==> src/rtl/usb_spi_engine.sv <==
// SPI mode-0 register transaction engine for the USB host-controller chip.
// It first sequences the chip reset, then shifts one command byte plus 0..MAX_BYTES data bytes.
module usb_spi_engine #(
   parameter int CLK_DIV    = 4,
   parameter int MAX_BYTES  = 8,
   parameter int RST_CYCLES = 16,
   localparam int LW        = $clog2(MAX_BYTES + 1)
) (
   input  logic          clk_in,
   input  logic          rst_in,
   input  logic          req_valid_in,
   output logic          req_ready_out,
   input  logic [4:0]    req_addr_in,
   input  logic          req_write_in,
   input  logic [LW-1:0] req_len_in,
   input  logic [7:0]    wr_data_in,
   input  logic          wr_valid_in,
   output logic          wr_ready_out,
   output logic [7:0]    rd_data_out,
   output logic          rd_valid_out,
   output logic [7:0]    status_out,
   output logic          done_out,
   input  logic          int_in,
   output logic          int_out,
   input  logic          miso_in,
   output logic          rst_out,
   output logic          ss_out,
   output logic          sclk_out,
   output logic          mosi_out
);
   localparam int CMAX = (RST_CYCLES > CLK_DIV + 1) ? RST_CYCLES : CLK_DIV + 1;
   localparam int CW   = $clog2(CMAX + 1);
   localparam logic [CW-1:0] RST_LAST  = CW'(RST_CYCLES - 1);
   localparam logic [CW-1:0] HALF_LAST = CW'(CLK_DIV - 1);
   localparam logic [CW-1:0] GAP_LAST  = CW'(CLK_DIV);
   localparam logic [LW-1:0] LEN_MAX   = LW'(MAX_BYTES);

   typedef enum logic [2:0] {
      RST_HOLD = 3'd0,
      IDLE     = 3'd1,
      SETUP    = 3'd2,
      SHIFT    = 3'd3,
      STALL    = 3'd4,
      HOLD     = 3'd5,
      GAP      = 3'd6
   } state_t;

   state_t        state_r;
   logic [CW-1:0] cnt_r;
   logic [2:0]    bit_cnt_r;
   logic [LW-1:0] byte_cnt_r;
   logic [LW-1:0] len_r;
   logic          write_r;
   logic [7:0]    tx_sr_r;
   logic [6:0]    rx_sr_r;
   logic [7:0]    rx_byte_s;
   logic          rst_out_r, ss_r, sclk_r, ready_r;
   logic          wr_ready_r, rd_valid_r, done_r;
   logic [7:0]    rd_data_r, status_r;
   logic          int_meta_r, int_sync_r, int_r;

   // Byte as it stands once the bit on MISO at this rising edge is included.
   always_comb begin
      rx_byte_s = {rx_sr_r, miso_in};
   end

   // Transaction sequencer: reset hold, command/data shifting, write-data stalls.
   always_ff @(posedge clk_in) begin
      wr_ready_r <= 1'b0;
      rd_valid_r <= 1'b0;
      done_r     <= 1'b0;
      if (rst_in) begin
         state_r    <= RST_HOLD;
         cnt_r      <= '0;
         bit_cnt_r  <= 3'd0;
         byte_cnt_r <= '0;
         len_r      <= '0;
         write_r    <= 1'b0;
         tx_sr_r    <= 8'h00;
         rx_sr_r    <= 7'h00;
         rst_out_r  <= 1'b1;
         ss_r       <= 1'b1;
         sclk_r     <= 1'b0;
         ready_r    <= 1'b0;
         rd_data_r  <= 8'h00;
         status_r   <= 8'h00;
      end else begin
         case (state_r)
            RST_HOLD: begin
               if (cnt_r == RST_LAST) begin
                  cnt_r     <= '0;
                  rst_out_r <= 1'b0;
                  ready_r   <= 1'b1;
                  state_r   <= IDLE;
               end else begin
                  cnt_r <= cnt_r + CW'(1);
               end
            end
            IDLE: begin
               if (req_valid_in && ready_r) begin
                  write_r    <= req_write_in;
                  len_r      <= (req_len_in > LEN_MAX) ? LEN_MAX : req_len_in;
                  tx_sr_r    <= {req_addr_in, 1'b0, req_write_in, 1'b0};
                  ss_r       <= 1'b0;
                  ready_r    <= 1'b0;
                  cnt_r      <= '0;
                  bit_cnt_r  <= 3'd0;
                  byte_cnt_r <= '0;
                  state_r    <= SETUP;
               end
            end
            SETUP: begin
               if (cnt_r == HALF_LAST) begin
                  cnt_r   <= '0;
                  state_r <= SHIFT;
               end else begin
                  cnt_r <= cnt_r + CW'(1);
               end
            end
            SHIFT: begin
               if (cnt_r != HALF_LAST) begin
                  cnt_r <= cnt_r + CW'(1);
               end else if (!sclk_r) begin
                  cnt_r   <= '0;
                  sclk_r  <= 1'b1;
                  rx_sr_r <= rx_byte_s[6:0];
                  if (bit_cnt_r == 3'd7) begin
                     if (byte_cnt_r == '0) begin
                        status_r <= rx_byte_s;
                     end else if (!write_r) begin
                        rd_data_r  <= rx_byte_s;
                        rd_valid_r <= 1'b1;
                     end
                  end
               end else begin
                  cnt_r  <= '0;
                  sclk_r <= 1'b0;
                  if (bit_cnt_r != 3'd7) begin
                     bit_cnt_r <= bit_cnt_r + 3'd1;
                     tx_sr_r   <= {tx_sr_r[6:0], 1'b0};
                  end else begin
                     // Byte boundary: finish, send a read filler, or fetch the next write byte.
                     bit_cnt_r <= 3'd0;
                     if (byte_cnt_r == len_r) begin
                        tx_sr_r <= 8'h00;
                        state_r <= HOLD;
                     end else if (!write_r) begin
                        tx_sr_r    <= 8'h00;
                        byte_cnt_r <= byte_cnt_r + LW'(1);
                     end else if (wr_valid_in) begin
                        tx_sr_r    <= wr_data_in;
                        wr_ready_r <= 1'b1;
                        byte_cnt_r <= byte_cnt_r + LW'(1);
                     end else begin
                        state_r <= STALL;
                     end
                  end
               end
            end
            STALL: begin
               if (wr_valid_in) begin
                  tx_sr_r    <= wr_data_in;
                  wr_ready_r <= 1'b1;
                  byte_cnt_r <= byte_cnt_r + LW'(1);
                  cnt_r      <= '0;
                  state_r    <= SHIFT;
               end
            end
            HOLD: begin
               if (cnt_r == HALF_LAST) begin
                  cnt_r   <= '0;
                  ss_r    <= 1'b1;
                  done_r  <= 1'b1;
                  state_r <= GAP;
               end else begin
                  cnt_r <= cnt_r + CW'(1);
               end
            end
            GAP: begin
               if (cnt_r == GAP_LAST) begin
                  cnt_r   <= '0;
                  ready_r <= 1'b1;
                  state_r <= IDLE;
               end else begin
                  cnt_r <= cnt_r + CW'(1);
               end
            end
            default: begin
               state_r <= RST_HOLD;
               cnt_r   <= '0;
            end
         endcase
      end
   end

   // Interrupt synchroniser; the idle line level is high.
   always_ff @(posedge clk_in) begin
      if (rst_in) begin
         int_meta_r <= 1'b1;
         int_sync_r <= 1'b1;
         int_r      <= 1'b0;
      end else begin
         int_meta_r <= int_in;
         int_sync_r <= int_meta_r;
         int_r      <= ~int_sync_r;
      end
   end

   assign req_ready_out = ready_r;
   assign wr_ready_out  = wr_ready_r;
   assign rd_data_out   = rd_data_r;
   assign rd_valid_out  = rd_valid_r;
   assign status_out    = status_r;
   assign done_out      = done_r;
   assign int_out       = int_r;
   assign rst_out       = rst_out_r;
   assign ss_out        = ss_r;
   assign sclk_out      = sclk_r;
   assign mosi_out      = tx_sr_r[7];
endmodule

==> config.mk <==
export PLATFORM = sky130hd
export DESIGN_NAME = usb_spi_engine
export DESIGN_NICKNAME = d
export VERILOG_FILES = /design/src/rtl/usb_spi_engine.sv
export SDC_FILE = /design/constraint.sdc
export NUM_CORES = 1
export LEC_CHECK = 0
export CAP_MARGIN = 20
export CELL_PAD_IN_SITES_DETAIL_PLACEMENT = 1
export CELL_PAD_IN_SITES_GLOBAL_PLACEMENT = 1
export CORE_AREA = 5 5 99 101
export DETAILED_ROUTE_END_ITERATION = 8
export DIE_AREA = 0 0 104 106
export PLACE_DENSITY = 0.73
export SLEW_MARGIN = 15
export SYNTH_ARGS = -nofsm -noshare
export SYNTH_HDL_FRONTEND = slang
export SYNTH_SLANG_ARGS = --single-unit
export TNS_END_PERCENT = 10
==> constraint.sdc <==
create_clock -name clk_in -period 3.7 [get_ports clk_in]
set_input_delay 0.74 -clock clk_in [delete_from_list [all_inputs] [get_ports clk_in]]
set_output_delay 0.74 -clock clk_in [all_outputs]
set_load 0.01 [all_outputs]
# Word level (Yosys, flattened, before mapping)
# Cells that the tools add are included.
[word_totals] register_bits=61 in_bits=24 out_inout_bits=25
[classes] n_addsub=3 n_lt_le_gt_ge=1 n_eq_ne=25 mux=58 bitwise=8 reduce_logical=23
[ops] operator="2-to-1 mux 8 bit" count=7
[ops] operator="2-to-1 mux 3 bit" count=16
[ops] operator="2-to-1 mux 4 bit" count=8
[ops] operator="2-to-1 mux 5 bit" count=6
[ops] operator="one-hot mux 5 bit (6 select lines)" count=1
[ops] operator="one-hot mux 8 bit (3 select lines)" count=1
[ops] operator="one-hot mux 3 bit (7 select lines)" count=1
[ops] operator="!= test 2 bit, second input constant" count=10
[ops] operator="2-to-1 mux 1 bit" count=13
[ops] operator="== test 3 bit, second input constant" count=4
[ops] operator="one-hot mux 4 bit (3 select lines)" count=1
[ops] operator="AND reduction 4 bit" count=3
[ops] operator="AND reduction 6 bit" count=2
[ops] operator="AND reduction 11 bit" count=1
[ops] operator="!= test 3 bit, second input constant" count=3
[ops] operator="NOT 1 bit" count=8
[ops] operator="AND reduction 2 bit" count=4
[ops] operator="== test 3 x 2 -> 1 bit, second input constant" count=2
[ops] operator="one-hot mux 3 bit (2 select lines)" count=1
[ops] operator="AND reduction 3 bit" count=2
[ops] operator="nonzero test 3 bit" count=2
[ops] operator="OR reduction 6 bit" count=1
[ops] operator="adder 5 x 1 -> 5 bit, second input constant" count=1
[ops] operator="== test 5 x 2 -> 1 bit, second input constant" count=1
[ops] operator="16 further kinds" count=19

# Longest topological paths before layout
[depth] ltp_word=8 mapped_depth=9 mapped_depth_nobuf=8

# Worst setup path before layout
# Ideal clock, no wire load.
[synth_timing] path_kind="reg-to-reg" startpoint="register cnt_r[1]" endpoint="register state_r[1]" arrival_ns=2.225 t_required_ns=3.579 setup_slack_ns=1.354 stages_incl_launch_ff=9 path_buffers=2 cell_sequence="dfxtp_1 -> ha_1 -> or4b_1 -> buf_6 -> o2bb2ai_2 -> a211o_1 -> buf_6 -> nor4_1 -> mux2_2"
[synth_via] elab_chain_len=3 word_cells_on_any_way=10
[synth_lines] element="start: declaration" line="49" text="logic [CW-1:0] cnt_r;"
[synth_lines] element="start signal: assignment" line="96" text="cnt_r <= cnt_r + CW'(1);"
[synth_lines] element="start signal: assignment" line="117" text="cnt_r <= cnt_r + CW'(1);"
[synth_lines] element="start signal: assignment" line="122" text="cnt_r <= cnt_r + CW'(1);"
[synth_lines] element="== test 5 x 3 -> 1 bit (tied with other cells)" line="180" text="if (cnt_r == GAP_LAST) begin"
[synth_lines] element="!= test 2 bit (no source line)"
[synth_lines] element="AND reduction 11 bit (no source line) *"
[synth_lines] element="end signal: assignment" line="174" text="state_r <= GAP;"
[synth_lines] element="end signal: assignment" line="183" text="state_r <= IDLE;"
[synth_lines] element="end signal: assignment" line="189" text="state_r <= RST_HOLD;"
[synth_lines] element="end: declaration" line="48" text="state_t state_r;"
# Mark *: on every way between the ends. The rest lies on a longest branch, timed or not.
# A chain may end at the register's enable or synchronous reset.

# Worst setup path in the final report
[layout_timing] startpoint="register state_r[0]" endpoint="register tx_sr_r[3]"
[layout_via] elab_chain_len=3 word_cells_on_any_way=9
[layout_lines] element="start signal: assignment" line="73" text="state_r <= RST_HOLD;"
[layout_lines] element="start signal: assignment" line="94" text="state_r <= IDLE;"
[layout_lines] element="start signal: assignment" line="109" text="state_r <= SETUP;"
[layout_lines] element="== test 3 x 2 -> 1 bit (tied with other cells)" line="88" text="case (state_r)"
[layout_lines] element="!= test 2 bit (no source line) or nonzero test 3 bit (tied branches)"
[layout_lines] element="AND reduction 4 bit (no source line)"
[layout_lines] element="end signal: assignment" line="103" text="tx_sr_r <= {req_addr_in, 1'b0, req_write_in, 1'b0};"
[layout_lines] element="end signal: assignment" line="140" text="tx_sr_r <= {tx_sr_r[6:0], 1'b0};"
[layout_lines] element="end signal: assignment" line="151" text="tx_sr_r <= wr_data_in;"
[layout_lines] element="end: declaration" line="54" text="logic [7:0] tx_sr_r;"
# Several ways; a longest one is shown, not always the timed one.

==> impl_metrics.tcl <==
set metrics [dict create \
    tightest_slew_ps 988 \
    crit_type "reg -> reg" \
    grt-busiest-layer "met2" \
    status "completed" \
    clock_sinks 61 \
    drv_cap 0 \
    grtUsageMet3_pct 3.46 \
    yosysSeqAreaShare_pct 40.8 \
    crit_path_start_kind "flop" \
    hold_class "reg -> reg" \
    netlist.area_leader.share_pct 40.8 \
    grt_max_degree 38 \
    cpMaxStageDelayCell "nor2b_1" \
    yosys.area_share.simple_pct 22.7 \
    maxSlewViolCount 0 \
    synthToLayoutAreaGrowth_pct 24.7 \
    drtAntennaViolNets 0 \
    cpLargestDelayFamily "simple AND/OR/NAND/NOR gates" \
    grt_pass1_wl_um 13500 \
    diodes 0 \
    synth_xor_area_share_pct 1.46 \
    peakVddDrop_mv 0.205 \
    wirelength_um 8030 \
    arrival_ps 2980 \
    nets 424 \
    syn_avg_cell_area_um2 8.54 \
    mostFrequentLayoutCells "dfxtp_1 (61), nor2_1 (50), clkdlybuf4s50_1 (47)" \
    crit_path_frequent_cell "nand3_1" \
    cts.clk_slew.worst_paths_ps 80 \
    ys_async_sr_fraction_pct 0 \
    fmax_mhz 362 \
    syn_nets 383 \
    max_stage_delay_ps 760 \
    syn_inst 351 \
    postSynthRegisterBits 61 \
    finalCritPeriodShare_pct 74.8 \
    pin_count 49 \
    cts_setup_buffers 0 \
    dpl_cell_area_um2 3540 \
    fin_skew_ps 8.58 \
    cp-end-kind "flop" \
    yosys_warnings 0 \
    final_hold_viol_count 0 \
    stdcell_area_um2 3740 \
    syn_area_um2 3000 \
    cp_num_buf_inv 0 \
    cts_resized 0 \
    synth_cell_types 53 \
    io_buffer_count 48 \
    worstPathRequired_ps 3910 \
    synth_compound_area_share_pct 15.9 \
    final_common_cell "dfxtp_1" \
    grt_use_met1_pct 17.4 \
    antenna_found_initial 0 \
    wl_per_cell_um 15.8 \
    max_slew_margin_pct 34.1 \
    drive_gt1_share_pct 8.06 \
    cts_tree "yes" \
    routabilityCongestion 0.877 \
    drc 0 \
    period_minus_slack_ps 2770 \
    dpl.hpwl_um 5700 \
    cp_cell_sequence "nor2b_1 > nand3_1 > nand3_1 > or3b_1 > o221ai_1" \
    setup_viol 0 \
    die_w_um 104 \
    cts_max_level 3 \
    drt_iter0_markers 82 \
    fill_cells 1065 \
    holdBufCountCts 0 \
    fin_tns_setup_ps 0 \
    synth_top_area_cell "dfxtp_1" \
    synth-adder-area-share_pct 3.34 \
    grt_util_met2_pct 26.1 \
    dieArea_um2 11000 \
    rows 35 \
    synth_top_family_by_area "simple AND/OR/NAND/NOR gates" \
    grt_overflow 0 \
    core-area_um2 8930 \
    grt.total_usage_pct 15.1 \
    via_per_inst 5.21 \
    worst_skew_pair.late_latency_ps 350 \
    synthFlopType "dfxtp_1" \
    grt_pass1_vias 2792 \
    powerDensity_nw_per_um2 435 \
    p_leak_nw 1.50 \
    multiInputGateArea_um2 1580 \
    seqCellArea_um2 1220 \
    die_h_um 106 \
    cts_buffers 9 \
    rsz0062_at_grt "no" \
    start_util_pct 33.5 \
    drtPass1Iterations 4 \
    cp_max_fo 13 \
    cts_buffer_depth 2 \
    synth_mux_area_share_pct 9.10 \
    dr_total_vias 2648 \
    synth_area_leaders "dfxtp_1 (41%), mux2i_1 (8.4%), nor2_1 (6.3%)" \
    cts_root_buf "clkbuf_8" \
    synth-edff-count 0 \
]
==> report_power, final <==
group	switching, mW	internal, mW
registers	0.0353	0.685
logic	0.174	0.118
clock network	0.300	0.314
==> worst paths after layout <==
kind	start	endpoint	slack [ps]	cells past startpoint
max	state_r[0]	tx_sr_r[3]	930	5
min	int_sync_r	int_out	380	1
max reg2reg	state_r[0]	tx_sr_r[3]	930	5
min reg2reg	int_sync_r	int_out	380	1
==> metal layers <==
| metal | up-vias | wire (um) |
|---|---|---|
| li1 | 1314 | - |
| met1 | 1284 | 3500 |
| met2 | 38 | 4100 |
| met3 | 12 | 278 |
| met4 | 0 | 155 |
| met5 | - | 0 |
==> registers in the layout, indices dropped and copies added, names as in the netlist, 3 cells and up <==
signal and flops:
rd_data_out 8, len_r 4, tx_sr_r 8, bit_cnt_r 3
status_out 8, state_r 3, cnt_r 5, byte_cnt_r 4
rx_sr_r 7
==> cell families after synthesis <==
group | after synthesis
simple gates | 135
compound gates | 68
flops | 61
buf+inv | 47
mux | 27
fa+ha+maj | 8
xor+xnor | 5
==> layout make-up <==
type	count	share of cell area, %
Clock inverter	7	2.01
Multi-Input combinational cell	243	42.2
Inverter	25	2.51
Tap cell	111	3.72
Timing Repair Buffer	52	13.5
Sequential cell	61	32.7
Clock buffer	9	3.31
==> Yosys cell counts (3+ instances only) <==
master	instances
nand2_1	21
or4_1	3
nor2_1	50
nand3_1	13
nand2b_1	3
dfxtp_1	61
mux2i_1	25
a21oi_1	22
o21ai_0	5
or2_2	3
buf_6	3
nor3_1	8
nor4_1	3
inv_1	25
o221ai_1	6
o22ai_1	7
or3_1	7
ha_1	8
a31oi_1	5
nand3b_1	8
clkbuf_1	16
a22oi_1	3
xor2_1	4
nor2b_1	6
==> metrics by stage <==
stage	hold WS [ps]	worst slack, ps	total power, mW	instances	util [%]
2_1_floorplan	363	1350	0.950	351	-
3_3_place_gp	366	995	1.01	492	39.6
3_5_place_dp	367	939	1.03	492	39.6
4_1_cts	378	934	1.65	508	41.8
5_1_grt	423	714	1.71	508	41.8
6_report	377	934	1.63	508	41.8
(Power assumes the default switching activity.)
